$ cat src/rtl/flit_sink_monitor.sv
// flit_sink_monitor
//   Receiving end of a router flit link. Consumes one flit per cycle with no
//   backpressure, checks HEAD -> DATA* -> TAIL framing per packet, reports the
//   length and VC of each completed packet, and keeps saturating counters of
//   accepted flits and of link bit toggles (switching activity).
//   Optional feature macro: TOGGLE_CNT_EN builds the prev_data register and the
//   toggle counter; when undefined, toggle_cnt is tied to 0.
module flit_sink_monitor #(
    parameter int               DATAW  = 66,
    parameter int               TYPEW  = 2,
    parameter int               VCHW   = 1,
    parameter int               LENW   = 8,
    parameter int               CNTW   = 32,
    parameter logic [TYPEW-1:0] T_NONE = 2'b00,
    parameter logic [TYPEW-1:0] T_HEAD = 2'b01,
    parameter logic [TYPEW-1:0] T_TAIL = 2'b10,
    parameter logic [TYPEW-1:0] T_DATA = 2'b11
) (
    input  logic             clk,
    input  logic             rst_,
    input  logic [DATAW-1:0] idata,
    input  logic             ivalid,
    input  logic [VCHW-1:0]  ivch,
    input  logic             clr,
    output logic             pkt_done,
    output logic [LENW-1:0]  pkt_len,
    output logic [VCHW-1:0]  pkt_vch,
    output logic             busy,
    output logic             err,
    output logic [1:0]       err_code,
    output logic [CNTW-1:0]  flit_cnt,
    output logic [CNTW-1:0]  toggle_cnt
);

    typedef enum logic {
        S_IDLE = 1'b0,
        S_BODY = 1'b1
    } state_t;

    typedef enum logic [1:0] {
        E_NONE   = 2'b00,
        E_ORPHAN = 2'b01,
        E_HEAD   = 2'b10,
        E_VCH    = 2'b11
    } err_t;

    state_t             r_state;
    state_t             w_state_nxt;
    logic [LENW-1:0]    r_len;
    logic [LENW-1:0]    w_len_nxt;
    logic [LENW-1:0]    w_len_inc;
    logic [VCHW-1:0]    r_vch;
    logic [VCHW-1:0]    w_vch_nxt;
    logic               w_tail;
    err_t               w_err_new;

    logic               r_pkt_done;
    logic [LENW-1:0]    r_pkt_len;
    logic [VCHW-1:0]    r_pkt_vch;
    logic               r_err;
    err_t               r_err_code;
    logic [CNTW-1:0]    r_flit_cnt;

    logic [TYPEW-1:0]   w_type;
    logic               w_flit_v;

    assign w_type    = idata[DATAW-1 -: TYPEW];
    assign w_flit_v  = ivalid && (w_type != T_NONE);
    assign w_len_inc = (r_len == '1) ? r_len : r_len + LENW'(1);

    // FSM state, running packet length and latched VC
    // NOTE: sequential state always uses non-blocking assignments so every
    // register samples the pre-edge values of the others.
    always_ff @(posedge clk or negedge rst_) begin
        if (!rst_) begin
            r_state <= S_IDLE;
            r_len   <= '0;
            r_vch   <= '0;
        end else begin
            r_state <= w_state_nxt;
            r_len   <= w_len_nxt;
            r_vch   <= w_vch_nxt;
        end
    end

    // Next-state, length and framing-error decode; clr overrides everything
    // NOTE: every signal gets a default first so no path leaves it unassigned,
    // which would otherwise infer a latch.
    always_comb begin
        w_state_nxt = r_state;
        w_len_nxt   = r_len;
        w_vch_nxt   = r_vch;
        w_tail      = 1'b0;
        w_err_new   = E_NONE;
        unique case (r_state)
            S_IDLE: begin
                if (w_flit_v) begin
                    if (w_type == T_HEAD) begin
                        w_state_nxt = S_BODY;
                        w_len_nxt   = LENW'(1);
                        w_vch_nxt   = ivch;
                    end else begin
                        w_err_new   = E_ORPHAN;
                    end
                end
            end
            S_BODY: begin
                if (w_flit_v) begin
                    if (w_type == T_HEAD) begin
                        // Restart on the new HEAD; the broken packet is never reported.
                        w_err_new = E_HEAD;
                        w_len_nxt = LENW'(1);
                        w_vch_nxt = ivch;
                    end else begin
                        if (ivch != r_vch) begin
                            w_err_new = E_VCH;
                        end
                        if (w_type == T_TAIL) begin
                            w_tail      = 1'b1;
                            w_state_nxt = S_IDLE;
                            w_len_nxt   = '0;
                        end else begin
                            w_len_nxt   = w_len_inc;
                        end
                    end
                end
            end
            default: begin
                w_state_nxt = S_IDLE;
            end
        endcase
        if (clr) begin
            w_state_nxt = S_IDLE;
            w_len_nxt   = '0;
            w_tail      = 1'b0;
            w_err_new   = E_NONE;
        end
    end

    // Packet completion report: one-cycle pulse, length/VC held until the next one
    always_ff @(posedge clk or negedge rst_) begin
        if (!rst_) begin
            r_pkt_done <= 1'b0;
            r_pkt_len  <= '0;
            r_pkt_vch  <= '0;
        end else begin
            r_pkt_done <= w_tail;
            if (w_tail) begin
                r_pkt_len <= w_len_inc;
                r_pkt_vch <= r_vch;
            end
        end
    end

    // Sticky framing error: only the first error code is kept
    always_ff @(posedge clk or negedge rst_) begin
        if (!rst_) begin
            r_err      <= 1'b0;
            r_err_code <= E_NONE;
        end else if (clr) begin
            r_err      <= 1'b0;
            r_err_code <= E_NONE;
        end else if (!r_err && (w_err_new != E_NONE)) begin
            r_err      <= 1'b1;
            r_err_code <= w_err_new;
        end
    end

    // Saturating count of valid non-idle flits, in any FSM state
    always_ff @(posedge clk or negedge rst_) begin
        if (!rst_) begin
            r_flit_cnt <= '0;
        end else if (clr) begin
            r_flit_cnt <= '0;
        end else if (w_flit_v && (r_flit_cnt != '1)) begin
            r_flit_cnt <= r_flit_cnt + CNTW'(1);
        end
    end

`ifdef TOGGLE_CNT_EN
    localparam int PCW = $clog2(DATAW + 1);

    logic [DATAW-1:0] r_prev_data;
    logic [CNTW-1:0]  r_toggle_cnt;
    logic [DATAW-1:0] w_diff;
    logic [PCW-1:0]   w_popcnt;
    logic [CNTW:0]    w_tog_sum;

    assign w_diff    = idata ^ r_prev_data;
    assign w_tog_sum = {1'b0, r_toggle_cnt} + (CNTW + 1)'(w_popcnt);

    // Hamming distance between this sample and the previous one
    always_comb begin
        w_popcnt = '0;
        for (int i = 0; i < DATAW; i++) begin
            w_popcnt = w_popcnt + PCW'(w_diff[i]);
        end
    end

    // Previous-sample register and saturating toggle accumulator; prev_data loads even under clr
    always_ff @(posedge clk or negedge rst_) begin
        if (!rst_) begin
            r_prev_data  <= '0;
            r_toggle_cnt <= '0;
        end else begin
            r_prev_data <= idata;
            if (clr) begin
                r_toggle_cnt <= '0;
            end else if (w_tog_sum[CNTW]) begin
                r_toggle_cnt <= '1;
            end else begin
                r_toggle_cnt <= w_tog_sum[CNTW-1:0];
            end
        end
    end

    assign toggle_cnt = r_toggle_cnt;
`else
    // Payload bits only matter for toggle counting, which is not built here.
    logic w_unused_payload;
    assign w_unused_payload = ^idata[DATAW-TYPEW-1:0];
    assign toggle_cnt       = '0;
`endif

    assign pkt_done = r_pkt_done;
    assign pkt_len  = r_pkt_len;
    assign pkt_vch  = r_pkt_vch;
    assign busy     = (r_state == S_BODY);
    assign err      = r_err;
    assign err_code = r_err_code;
    assign flit_cnt = r_flit_cnt;

endmodule

$ cat config.mk
export PLATFORM = sky130hd
export DESIGN_NAME = flit_sink_monitor
export DESIGN_NICKNAME = d
export VERILOG_FILES = /design/src/rtl/flit_sink_monitor.sv
export SDC_FILE = /design/constraint.sdc
export NUM_CORES = 1
export LEC_CHECK = 0
export CAP_MARGIN = 0
export CORE_UTILIZATION = 46
export CTS_CLUSTER_SIZE = 25
export DETAILED_ROUTE_END_ITERATION = 8
export PLACE_DENSITY = 0.87
export SYNTH_ARGS = -nofsm -noshare
export SYNTH_HDL_FRONTEND = slang
export SYNTH_SLANG_ARGS = --single-unit
$ cat constraint.sdc
create_clock -name clk -period 5.2 [get_ports clk]
set_input_delay 1.04 -clock clk [delete_from_list [all_inputs] [get_ports clk]]
set_output_delay 1.04 -clock clk [all_outputs]
set_load 0.02 [all_outputs]
---- Yosys cells after proc, flatten, opt, wreduce, memory -nomap -nowiden ----
Index checks and enable logic that the tools add are counted.
operators by class
  shift operators ......................... 0
  $mul .................................... 0
  magnitude comparators ................... 0
  eq/ne operators ......................... 8
  bitwise gates (word level) .............. 1
  add/sub/neg operators ................... 2
  divide/modulo/power cells ............... 0
  multiplexer cells ....................... 35
  reductions and logical operators ........ 10
operators with widths
  operator               count
  $mux 32                2
  $mux 8                 7
  $add 32x1->32 const B  1
  $ne 32x32->1 const B   1
  $mux 1                 17
  $pmux 8 s2             1
  $mux 2                 6
  $add 8x1->8 const B    1
  $eq 8x8->1 const B     1
  $reduce_bool 2->1      4
  $ne 3x3->1 const B     2
  $pmux 2 s2             1
  $logic_and 1x1->1      3
  $ne 3x2->1 const B     1
  $reduce_and 3->1       1
  $eq 2x1->1 const B     1
  $eq 2x2->1 const B     1
  $pmux 1 s2             1
  $reduce_and 2->1       1
  $logic_not 1->1        1
  $ne 1x1->1             1
  $not 1->1              1
storage, ports and cells
  output and inout port bits .............. 78
  bits in latches ......................... 0
  word-level logic and storage cells ...... 65
  memory bits (read-only) ................. 0
  RAM bits ................................ 0
  input port bits ......................... 71
  register bits ........................... 55
  memories ................................ 0

---- Depth between registers and ports, before layout ----
  word-level depth ........................ 10
  gate-level depth with buffers ........... 8
  mapped depth without buffers ............ 6

---- Worst setup path after synthesis ----
No wires, ideal clock.
  path type ............................... input to register
  from .................................... input idata[65]
  to ...................................... register r_flit_cnt[28], in the netlist flit_cnt[28]
  arrival ................................. 2413 ps
  setup time .............................. 125 ps
  cell stages on the path ................. 6
  path slack .............................. 2662 ps
  data required time ...................... 5075 ps
  cell sequence ........................... buf_2 o21ai_1 or3_2 nor4_2 nand3_1 mux2_2
between the ends
  word-level cells in the longest chain between the ends .. 4
RTL lines
  item                         RTL line  RTL
  start, declared              21        input logic [DATAW-1:0] idata,
  $reduce_bool 2->1            68        assign w_flit_v = ivalid && (w_type != T_NONE);
  $logic_and 1x1->1            68
  $logic_and 1x1->1            175       end else if (w_flit_v && (r_flit_cnt != '1)) begin
  $reduce_bool 2->1 (no line)  -
  end signal, assigned         176       r_flit_cnt <= r_flit_cnt + CNTW'(1);
  end, declared                62        logic [CNTW-1:0] r_flit_cnt;
Every way passes these cells.
A chain may end at the register's enable or synchronous reset.

---- Final worst setup path ----
  from .................................... input idata[65]
  to ...................................... register r_flit_cnt[22], in the netlist flit_cnt[22]
The elaborated chain is that of the path after synthesis.

==> impl_metrics.ini <==
[floorplan]
initial_utilization_pct = 48.39
rows = 30
ios = 149
core_area_sq_um = 6907
fp.dieH_um = 87.24
die_area_sq_um = 7610
die_w_um = 87.24

[grt]
antenna_found_initial = 0
grt.total_usage_pct = 19.55
grt_max_degree = 56
grt_first_pass_wirelength_mm = 11.81
gr-total-overflow = 0
grt_pass1_vias = 2580

[logic_synthesis]
ys_warn_count = 0
seq_area_frac_synth_pct = 41.18
synth.area.top_cells = dfrtp_1 41%, buf_4 7.2%, a21oi_1 5.1%
synthDistinctLibCells = 61
synth_edf_count = 0
synthFlopType = dfrtp_1
synth.avg_cell_area_sq_um = 9.131
synthArstFlopShare_pct = 100.0
synth_area_sq_um = 3342
synth_top_area_share_pct = 41.18
yosysTopAreaCell = dfrtp_1
synth_cells = 366
synth_seq_cells = 55

[route]
wire_per_inst_um = 13.90
detail_route.vias_per_cell = 5.565
drc_errors = 0
drt-initial-drc-count = 73
first_pass_iters = 4
wirelength_mm = 7.087
vias = 2838
ant_nets = 0

[clocking]
insertion_delay_ns = 0.32
cts_resized = 0
clock-sinks = 55
cts_root_buf = clkbuf_8
cts_hold_buf = 0
cts_tree = built
postCtsSetupBuffers = 0
clk_pin_slew_worst_paths_ns = 0.10
cts.path.max_buffers = 2
cts_made_buffers = 5
htreeDepth = 2

[finish]
area_growth_pct = 16.77
final_util_pct = 56.50
drive_gt1_share_pct = 8.696
antenna_cells = 0
layout_common_cells = 55 x dfrtp_1, 51 x clkdlybuf4s50_1, 36 x nand2_1
seqCellArea_sq_um = 1376
design_area_sq_um = 3902
n_fill_cell = 637
multi_input_area_sq_um = 1709
final_common_cell = dfrtp_1
nNetsFinal = 486

[pwr]
ir_drop_uv = 113.7
power_density_nw_per_um2 = 224.8
p_leak_uw = 0.001596

[run]
max_cap_viol_count = 0

[timing]
min_period_ns = 3.038
fin_skew_ns = 0.01161
finalMaxSlewViolations = 0
relSlewSlack_pct = 54.11
fin_crit_sh_pct = 58.42
fmax_mhz = 329.2
setup_tns_ns = 0
tightestPinTransition_ns = 0.6884
finalHoldViolCount = 0
finalSetupViolCount = 0
rsz0062_at_grt = no

[place]
hpwl_mm = 4.948
dpl-instance-area_sq_um = 3770
gp_congestion = 0.8292
io_buffers = 52

[critical_path]
crit_type = input port to flip-flop
cp.arrival_ns = 3.24
cpPeakStageDelay_ns = 0.68
worst_r2r_path_depth = 6
required_ns = 5.40
crit_path_start_kind = input port
critPathCaptureType = flip-flop
path_cells = clkdlybuf4s50_1 > o21ai_1 > or2_1 > a2111oi_4 > nand3_1 > mux2_1
critPathSlowestCell = clkdlybuf4s50_1
cp_max_fo = 10

[worst_hold_path]
hp-class = flip-flop to flip-flop
whs_path_depth = 2

[status]
status = complete, no violations
-- worst max-delay path: cells and delay by family --
kind | cells | cell delay [ns]
AO/OA/AOI/OAI | 2 | 0.70
buffers and inverters | 1 | 0.68
multiplexers | 1 | 0.32
AND/OR/NAND/NOR | 2 | 0.49
-- synthesized netlist by cell type (5+ instances only) --
master     n
dfrtp_1   55
nand2_1   36
a21oi_1   34
buf_4     32
o21ai_0   28
nor2_1    26
nand3_1   21
or3_1     10
inv_1      9
nor2b_1    7
xnor2_1    6
clkbuf_1   5
nor3_1     5
o31ai_1    5
-- stage by stage --
step | hold WS, ns | worst slack, ns | total power, uW | std cells
after floorplan | 0.4737 | 2.662 | 533.4 | 397
after global placement | 0.4601 | 1.937 | 546.0 | 502
after detailed placement | 0.4694 | 1.908 | 548.9 | 502
after CTS | 0.4920 | 2.192 | 881.2 | 510
after global routing | 0.5084 | 2.105 | 910.2 | 510
final | 0.4845 | 2.162 | 877.2 | 510
-- registers in the layout, indices dropped and copies added (netlist names) --
register,cells
pkt_done,1
pkt_len,8
err_code,2
pkt_vch,1
r_len,8
r_vch,1
busy,1
flit_cnt,32
err,1
-- where the power goes --
part           switching [uW]  internal, uW
clock network             144           193
logic                    67.2          28.8
registers                7.94           436
-- metal layers --
| layer | global-route usage [%] | up-vias | share of wire [%] |
|---|---|---|---|
| met4 | 7.303 | 0 | 1.5 |
| li1 | - | 1348 | - |
| met2 | 33.57 | 96 | 49 |
| met3 | 3.223 | 11 | 6.1 |
| met1 | 24.80 | 1383 | 43 |
| met5 | 0 | - | 0 |
-- kinds of logic (layout without fill, tap and decap cells) --
logic type	Yosys count	after routing	share of synthesized area (%)
simple gates	150	150	26.02
buf+inv	54	71	11.16
mux	8	8	2.621
other cells	1	32	0.1122
compound gates	88	88	16.06
flops	55	55	41.18
xor+xnor	8	8	2.097
fa+ha+maj	2	2	0.7487
-- final cells by class --
| cell class | instances | area share, % |
|---|---|---|
| clock buffers | 6 | 1.860 |
| clock inverters | 2 | 1.539 |
| inverters | 9 | 0.8657 |
| multi-input cells | 288 | 43.80 |
| flip-flops and latches | 55 | 35.27 |
| well taps | 96 | 3.078 |
| repair buffers | 54 | 13.59 |
-- path summary, 6_finish.rpt --
kind	end	startpoint	slack, ns
min reg2reg	pkt_len[6]	pkt_len[6]	0.48
max reg2reg	flit_cnt[22]	flit_cnt[0]	2.95
min in group asynchronous	flit_cnt[30]	rst_	0.85
max	flit_cnt[22]	idata[65]	2.16
min	pkt_len[6]	pkt_len[6]	0.48
max in group asynchronous	flit_cnt[21]	rst_	3.90
No activity file was read; power rests on OpenSTA's default activity.
